--- src/rtl/bus_load_regfile.sv ---
// Destination end of the datapath bus: R0-R15, HI and LO capture the bus value
// on their load strobes and are presented back as bus-multiplexer source inputs.
// Also records the last loaded destination and a sticky multi-destination error.
module bus_load_regfile #(
  parameter int WIDTH    = 32,
  parameter bit R0_GATED = 1'b1
) (
  input  logic             clock,
  input  logic             clear,
  input  logic [WIDTH-1:0] BusMuxOut,
  input  logic [15:0]      Rin,
  input  logic             HIin,
  input  logic             LOin,
  input  logic             BAout,
  output logic [WIDTH-1:0] BusMuxInR0,
  output logic [WIDTH-1:0] BusMuxInR1,
  output logic [WIDTH-1:0] BusMuxInR2,
  output logic [WIDTH-1:0] BusMuxInR3,
  output logic [WIDTH-1:0] BusMuxInR4,
  output logic [WIDTH-1:0] BusMuxInR5,
  output logic [WIDTH-1:0] BusMuxInR6,
  output logic [WIDTH-1:0] BusMuxInR7,
  output logic [WIDTH-1:0] BusMuxInR8,
  output logic [WIDTH-1:0] BusMuxInR9,
  output logic [WIDTH-1:0] BusMuxInR10,
  output logic [WIDTH-1:0] BusMuxInR11,
  output logic [WIDTH-1:0] BusMuxInR12,
  output logic [WIDTH-1:0] BusMuxInR13,
  output logic [WIDTH-1:0] BusMuxInR14,
  output logic [WIDTH-1:0] BusMuxInR15,
  output logic [WIDTH-1:0] BusMuxInHI,
  output logic [WIDTH-1:0] BusMuxInLO,
  output logic [4:0]       last_dst,
  output logic             last_valid,
  output logic             multi_load_err
);

  // Destination codes: 0-15 = Rk, 16 = HI, 17 = LO; bit index of strobes == code.
  logic [17:0]      strobes;
  logic [4:0]       n_strobe;
  logic [4:0]       low_code;

  logic [WIDTH-1:0] r_q [16];
  logic [WIDTH-1:0] r_d [16];
  logic [WIDTH-1:0] hi_q, hi_d;
  logic [WIDTH-1:0] lo_q, lo_d;
  logic [4:0]       last_dst_q, last_dst_d;
  logic             last_valid_q, last_valid_d;
  logic             multi_load_err_q, multi_load_err_d;

  assign strobes = {LOin, HIin, Rin};

  // Strobe decode: how many destinations fire and which has the lowest code.
  always_comb begin
    n_strobe = 5'd0;
    low_code = 5'd0;
    for (int i = 0; i < 18; i++) begin
      n_strobe = n_strobe + {4'd0, strobes[i]};
    end
    for (int i = 17; i >= 0; i--) begin
      if (strobes[i]) low_code = 5'(i);
    end
  end

  // Next-state: every strobed destination captures the bus verbatim, others hold.
  always_comb begin
    for (int k = 0; k < 16; k++) begin
      r_d[k] = Rin[k] ? BusMuxOut : r_q[k];
    end
    hi_d             = HIin ? BusMuxOut : hi_q;
    lo_d             = LOin ? BusMuxOut : lo_q;
    last_dst_d       = last_dst_q;
    last_valid_d     = last_valid_q;
    multi_load_err_d = multi_load_err_q | (n_strobe > 5'd1);
    if (|strobes) begin
      last_dst_d   = low_code;
      last_valid_d = 1'b1;
    end
  end

  // Storage and tracking registers; clear wipes everything asynchronously.
  always_ff @(posedge clock or posedge clear) begin
    if (clear) begin
      for (int k = 0; k < 16; k++) r_q[k] <= '0;
      hi_q             <= '0;
      lo_q             <= '0;
      last_dst_q       <= 5'd0;
      last_valid_q     <= 1'b0;
      multi_load_err_q <= 1'b0;
    end else begin
      for (int k = 0; k < 16; k++) r_q[k] <= r_d[k];
      hi_q             <= hi_d;
      lo_q             <= lo_d;
      last_dst_q       <= last_dst_d;
      last_valid_q     <= last_valid_d;
      multi_load_err_q <= multi_load_err_d;
    end
  end

  // R0 reads as zero for base-address arithmetic; the stored value is untouched.
  assign BusMuxInR0  = (R0_GATED && BAout) ? '0 : r_q[0];
  assign BusMuxInR1  = r_q[1];
  assign BusMuxInR2  = r_q[2];
  assign BusMuxInR3  = r_q[3];
  assign BusMuxInR4  = r_q[4];
  assign BusMuxInR5  = r_q[5];
  assign BusMuxInR6  = r_q[6];
  assign BusMuxInR7  = r_q[7];
  assign BusMuxInR8  = r_q[8];
  assign BusMuxInR9  = r_q[9];
  assign BusMuxInR10 = r_q[10];
  assign BusMuxInR11 = r_q[11];
  assign BusMuxInR12 = r_q[12];
  assign BusMuxInR13 = r_q[13];
  assign BusMuxInR14 = r_q[14];
  assign BusMuxInR15 = r_q[15];
  assign BusMuxInHI  = hi_q;
  assign BusMuxInLO  = lo_q;

  assign last_dst       = last_dst_q;
  assign last_valid     = last_valid_q;
  assign multi_load_err = multi_load_err_q;

endmodule

--- config.mk ---
export PLATFORM = sky130hd
export DESIGN_NAME = bus_load_regfile
export DESIGN_NICKNAME = d
export VERILOG_FILES = /design/src/rtl/bus_load_regfile.sv
export SDC_FILE = /design/constraint.sdc
export NUM_CORES = 1
export LEC_CHECK = 0
export CORE_AREA = 2 2 245 247
export CTS_CLUSTER_DIAMETER = 100
export DETAILED_ROUTE_END_ITERATION = 8
export DIE_AREA = 0 0 247 249
export PLACE_DENSITY = 0.74
export SYNTH_ARGS = -nofsm -noshare
export SYNTH_HDL_FRONTEND = slang
export SYNTH_SLANG_ARGS = --single-unit
--- constraint.sdc ---
create_clock -name clock -period 46.5 [get_ports clock]
set_clock_uncertainty 0.15 [all_clocks]
set_input_delay 9.3 -clock clock [delete_from_list [all_inputs] [get_ports clock]]
set_output_delay 9.3 -clock clock [all_outputs]
set_load 0.03 [all_outputs]
==> run_results.csv, run 1 <==
group,metric,value,unit
clocking,cts.htree.levels,2,
global_routing,grt_max_degree,178,
route,drtAntennaViolNets,0,
clocking,ctsHoldBuffers,0,
status,status,"complete, no violations",
route,drt-total-wl,71190,um
floorplan,io_pins,636,
sta,fin_crit,20.29,ns
clocking,ctsResizeCount,0,
logic_synthesis,syn-cell-area,0.02614,sq mm
sta,fin_crit_sh,0.4364,
critical_path,worst_ep_arrival_time,10.84,ns
critical_path,cp_cell_sequence,"buf_2 > nor2b_1 > clkdlybuf4s50_1",
floorplan,die_w,247,um
final_layout,final_cell_area,0.03151,sq mm
place,placed_area,0.02952,sq mm
power,vdd_drop_max,0.02929,mV
critical_path,cp_top_family,"buffers and inverters",
place,hpwl,48120,um
critical_path,critical_path_depth,3,
logic_synthesis,yosysUniqueCellTypes,31,
logic_synthesis,ys_ff_latch,583,
sta,maxClockFrequency,49.28,MHz
global_routing,gr-usage-all-layers,0.2287,
final_layout,final_common_cell,"clkdlybuf4s50_1",
logic_synthesis,ys_warn_count,0,
clocking,cts_tree,"yes",
critical_path,crit_path_start_kind,"input port",
clocking,cts_setup_buffers,0,
critical_path,worstSetupStartpoint,"BAout",
final_layout,drive_gt1_frac,0.3551,
logic_synthesis,yosysSeqAreaShare,0.5582,
sta,fin_tns_setup,0,ns
sta,rsz0062_at_grt,"false",
global_routing,grt_pass1_wl,104600,um
critical_path,worst_ep_required_time,37.05,ns
logic_synthesis,syn_nets,1946,
final_layout,multi_input_area,0.007323,sq mm
critical_path,r2r-end,"multi_load_err",
power,total_power,1402,uW
final_layout,post-route-util,0.5370,
place,pre_cts_ws,26.21,ns
final_layout,final_cell_mix,"clkdlybuf4s50_1 (616), dfrtp_1 (583), mux2_2 (576)",
route,drc_errors,0,
final_layout,synthToLayoutAreaGrowth,20.57,%
critical_path,crit_fanout,32,
route,via_count,14360,
final_layout,fill_cells,4708,
route,drtIter0Drc,663,
sta,fin_ws,26.21,ns
route,routed_via_density,5.055,
power,power_density,44.49,mW/mm^2
sta,finalHoldViolations,0,
critical_path,crit_type,"input port to primary output",
logic_synthesis,syn-instance-count,1872,
critical_path,rr_startpoint,"multi_load_err",
clocking,cts.sinks,583,
place,io_buffer_count,635,
critical_path,endpoint,"BusMuxInR0[22]",
route,wl_per_cell,25.07,um
sta,finalMaxSlewViolations,0,
power,p_leak,0.01315,uW
floorplan,fp.dieArea,0.06150,sq mm
floorplan,core_area,0.05869,sq mm
floorplan,rows,89,
critical_path,r2r_cells,1,
critical_path,slowest_stage,"buf_2",
logic_synthesis,async_flop_share,1.000,
global_routing,antenna_found_initial,3,
floorplan,die_height,249,um
clocking,clkLatencyLatePin,0.62,ns
floorplan,start_util,0.4454,
global_routing,grt_overflow,0,
critical_path,reg2reg_slack,45.35,ns
logic_synthesis,synth_edf_count,0,
final_layout,seqCellArea,0.01459,sq mm
final_layout,nets,2089,
route,drtPass1Iterations,5,
clocking,clk_pin_slew,0.06,ns
critical_path,crit_path_end_kind,"primary output",
sta,max-slew-margin-rel,0.2315,
clocking,root_buffer,"clkbuf_16",
clocking,cts_buffers,60,
logic_synthesis,synth.avg_cell_area,13.96,sq um
sta,setup_viol,0,
min_path,min_path_type,"register to register",
place,globalplace.congestion,0.7795,
logic_synthesis,synth_flop_cell,"dfrtp_1",
global_routing,grt_pass1_vias,15370,
critical_path,max_stage_delay,0.71,ns
sta,tightest_slew,1.149,ns
clocking,clock_path_buffers,3,
job,drv_cap,0,
critical_path,path_buf_inv,2,
-- how the worst min path moves through the flow --
stage,startpoint,to,slack (ns),depth (start not counted)
after CTS,last_valid,last_valid,0.33,1
final,last_valid,last_valid,0.33,1
after detailed placement,last_valid,last_valid,0.31,1
after global routing,last_valid,last_valid,0.35,1
after floorplan,r_q[480],r_q[480],0.32,1
after global placement,last_valid,last_valid,0.31,1
-- where the power goes --
part	total, uW	leakage, uW	internal, uW	switching (uW)
clock	479	0.000987	279	199
combinational	337	0.00535	141	196
sequential	586	0.00682	558	28.5
total	1400	0.0132	979	423
-- registers in the layout, summed over array words and instances (netlist names), 5 cells and up --
register,count
BusMuxInR9,32
BusMuxInLO,32
BusMuxInR12,32
BusMuxInR4,32
BusMuxInR15,32
BusMuxInR7,32
BusMuxInR1,32
BusMuxInR2,32
BusMuxInR3,32
r_q,32
BusMuxInR10,32
BusMuxInR13,32
last_dst,5
BusMuxInR6,32
BusMuxInR14,32
BusMuxInR8,32
BusMuxInR11,32
BusMuxInHI,32
BusMuxInR5,32
-- final cells by class --
class / instances / area share
antenna: 3 / 0.0002382
clock buffer: 96 / 0.05928
clock inverter: 15 / 0.003732
inverter: 30 / 0.003811
multi-input combinational: 672 / 0.2324
sequential: 583 / 0.4629
tap: 773 / 0.03069
timing repair buffer: 668 / 0.2069
-- stage by stage --
step | hold WS, ns | cells
after global placement | 0.3138 | 2726
after floorplan | 0.3227 | 1872
after detailed placement | 0.3105 | 2726
final | 0.3283 | 2840
after global routing | 0.3511 | 2838
after CTS | 0.3289 | 2837
-- routing by layer --
layer / track usage / routed length [um] / vias to the layer above
li1: - / - / 6080
met1: 0.2780 / 27580 / 7604
met2: 0.3894 / 35320 / 568
met3: 0.06874 / 6202 / 103
met4: 0.06936 / 2086 / 0
met5: 0 / 0 / -
-- cell usage after synthesis (all sizes together), types with 3 or more instances --
library cell / instances / area (sq um)
mux2: 576 / 6486
nand2: 7 / 26.28
buf: 547 / 3963
nand3: 3 / 20.02
inv: 29 / 108.9
clkbuf: 40 / 150.1
nor2: 10 / 42.54
dfrtp: 583 / 14590
ha: 9 / 112.6
o31ai: 4 / 30.03
fa: 12 / 240.2
nor2b: 32 / 200.2
-- logic make-up after synthesis --
kind of cell / Yosys count / synth area share
mux: 576 / 0.2482
simple gates: 60 / 0.01422
compound gates: 15 / 0.004308
fa+ha+maj: 21 / 0.01350
buf+inv: 617 / 0.1617
flops: 583 / 0.5582
(Power assumes the default switching activity.)
==> inputs of run 2 (changes only) <==
Clock period 46.5 ns to 21 ns, I/O delays scaled along.
==> run 2 against run 1 <==
Compared with the run above: combinational power is 120% higher; setup slack worse by 15 ns; die area stayed put; sequential share of layout area is 0.29 points lower; non-clock buffer count rose by 1; register-to-register slack worse by 26 ns; first-iteration DRC count decreased by 0.45%; global-route usage is 0.34 points higher; worst hold slack improved by 0.0018 ns; clock-buffer cell count shrank 14; via count shrank 0.40%; sequential power increased by 120%; largest power group unchanged; highest routed layer unchanged.
==> run_results.csv, run 2 (same netlist as run 1, synthesis figures left out) <==
group,metric,value,unit
clocking,cts_buffers,60,
clocking,cts.sinks,583,
critical_path,crit_path_start_kind,"input port",
clocking,clk_pin_slew,0.06,ns
global_routing,grt_pass1_wl,105500,um
floorplan,core_area,0.05869,sq mm
place,hpwl,48880,um
place,pre_cts_ws,10.90,ns
global_routing,grt_pass1_vias,15460,
sta,fin_ws,10.93,ns
clocking,cts.htree.levels,2,
sta,fin_hold_ws,0.3300,ns
critical_path,worst_ep_required_time,16.65,ns
sta,tightest_slew,1.174,ns
critical_path,crit_fanout,32,
place,placed_area,0.02953,sq mm
place,io_buffer_count,635,
route,drtPass1Iterations,4,
global_routing,gr-usage-all-layers,0.2321,
global_routing,grt_overflow,0,
power,power_density,100.6,mW/mm^2
clocking,cts_setup_buffers,0,
sta,setup_viol,0,
floorplan,start_util,0.4454,
global_routing,antenna_found_initial,8,
final_layout,drive_gt1_frac,0.3611,
final_layout,synthToLayoutAreaGrowth,21.34,%
sta,fin_tns_setup,0,ns
route,drt-total-wl,71610,um
place,globalplace.congestion,0.7849,
sta,rsz0062_at_grt,"false",
place,dp.cells,2727,
sta,max-slew-margin-rel,0.2149,
clocking,clkLatencyLatePin,0.60,ns
critical_path,crit_path_end_kind,"primary output",
route,wl_per_cell,25.22,um
final_layout,final_cell_area,0.03171,sq mm
route,drtIter0Drc,660,
final_layout,final_cell_mix,"clkdlybuf4s50_1 (616), dfrtp_1 (583), mux2_2 (576)",
final_layout,nets,2090,
critical_path,worst_ep_arrival_time,5.72,ns
power,p_leak,0.01326,uW
final_layout,final_common_cell,"clkdlybuf4s50_1",
min_path,min_path_type,"register to register",
sta,fin_crit,10.07,ns
global_routing,grt_max_degree,189,
clocking,ctsHoldBuffers,0,
clocking,root_buffer,"clkbuf_16",
floorplan,io_pins,636,
job,drv_cap,0,
floorplan,rows,89,
clocking,clock_path_buffers,3,
route,drc_errors,0,
route,routed_via_density,5.035,
status,status,"complete, no violations",
critical_path,crit_type,"input port to primary output",
floorplan,die_w,247,um
route,drtAntennaViolNets,0,
sta,finalHoldViolations,0,
sta,fin_crit_sh,0.4796,
sta,finalMaxSlewViolations,0,
clocking,cts_tree,"yes",
final_layout,layout.cells.non_filler,2840,
route,via_count,14300,
critical_path,reg2reg_slack,19.80,ns
floorplan,fp.dieArea,0.06150,sq mm
sta,maxClockFrequency,99.29,MHz
clocking,ctsResizeCount,0,
floorplan,die_height,249,um
power,vdd_drop_max,0.07170,mV
## run 2: critical path, cell delays in order
cell and delay [ns]:
buf_2 0.69, nor2b_1 0.16, clkdlybuf4s50_1 0.64
## run 2: where the power goes
group,leakage (uW),switching [uW],internal [uW]
sequential,0.00682,63.9,1240
clock,0.00109,450,697
combinational,0.00535,432,312
## run 2: area by class of cell
| type | count | area (sq um) |
|---|---|---|
| Tap cell | 773 | 967.2 |
| Inverter | 30 | 120.1 |
| Multi-Input combinational cell | 672 | 7323 |
| Clock inverter | 30 | 386.6 |
| Sequential cell | 583 | 14590 |
| Clock buffer | 82 | 1797 |
| Fill cell | 4683 | 26970 |
| Antenna cell | 1 | 2.502 |
| Timing Repair Buffer | 669 | 6529 |
## run 2: path summary, 6_finish.rpt
kind	start	endpoint	depth (start not counted)
max reg2reg	multi_load_err	multi_load_err	1
max	BAout	BusMuxInR0[22]	3
min	last_valid	last_valid	1
min in group asynchronous	clear	BusMuxInLO[11]	2
max in group asynchronous	clear	BusMuxInR6[1]	5
min reg2reg	last_valid	last_valid	1
## run 2: layer usage
metal	vias to the layer above	wire (um)	track usage
met5	-	0	0
li1	6067	-	-
met1	7525	27050	0.2791
met3	120	6963	0.07391
met2	586	35410	0.3950
met4	0	2193	0.07160
## run 2: stage by stage
| step | power (uW) | utilization |
|---|---|---|
| after floorplan | 1865 | - |
| after CTS | 3220 | 0.5404 |
| after detailed placement | 2067 | 0.5032 |
| after global placement | 2051 | 0.5032 |
| final | 3190 | 0.5404 |
| after global routing | 3312 | 0.5404 |
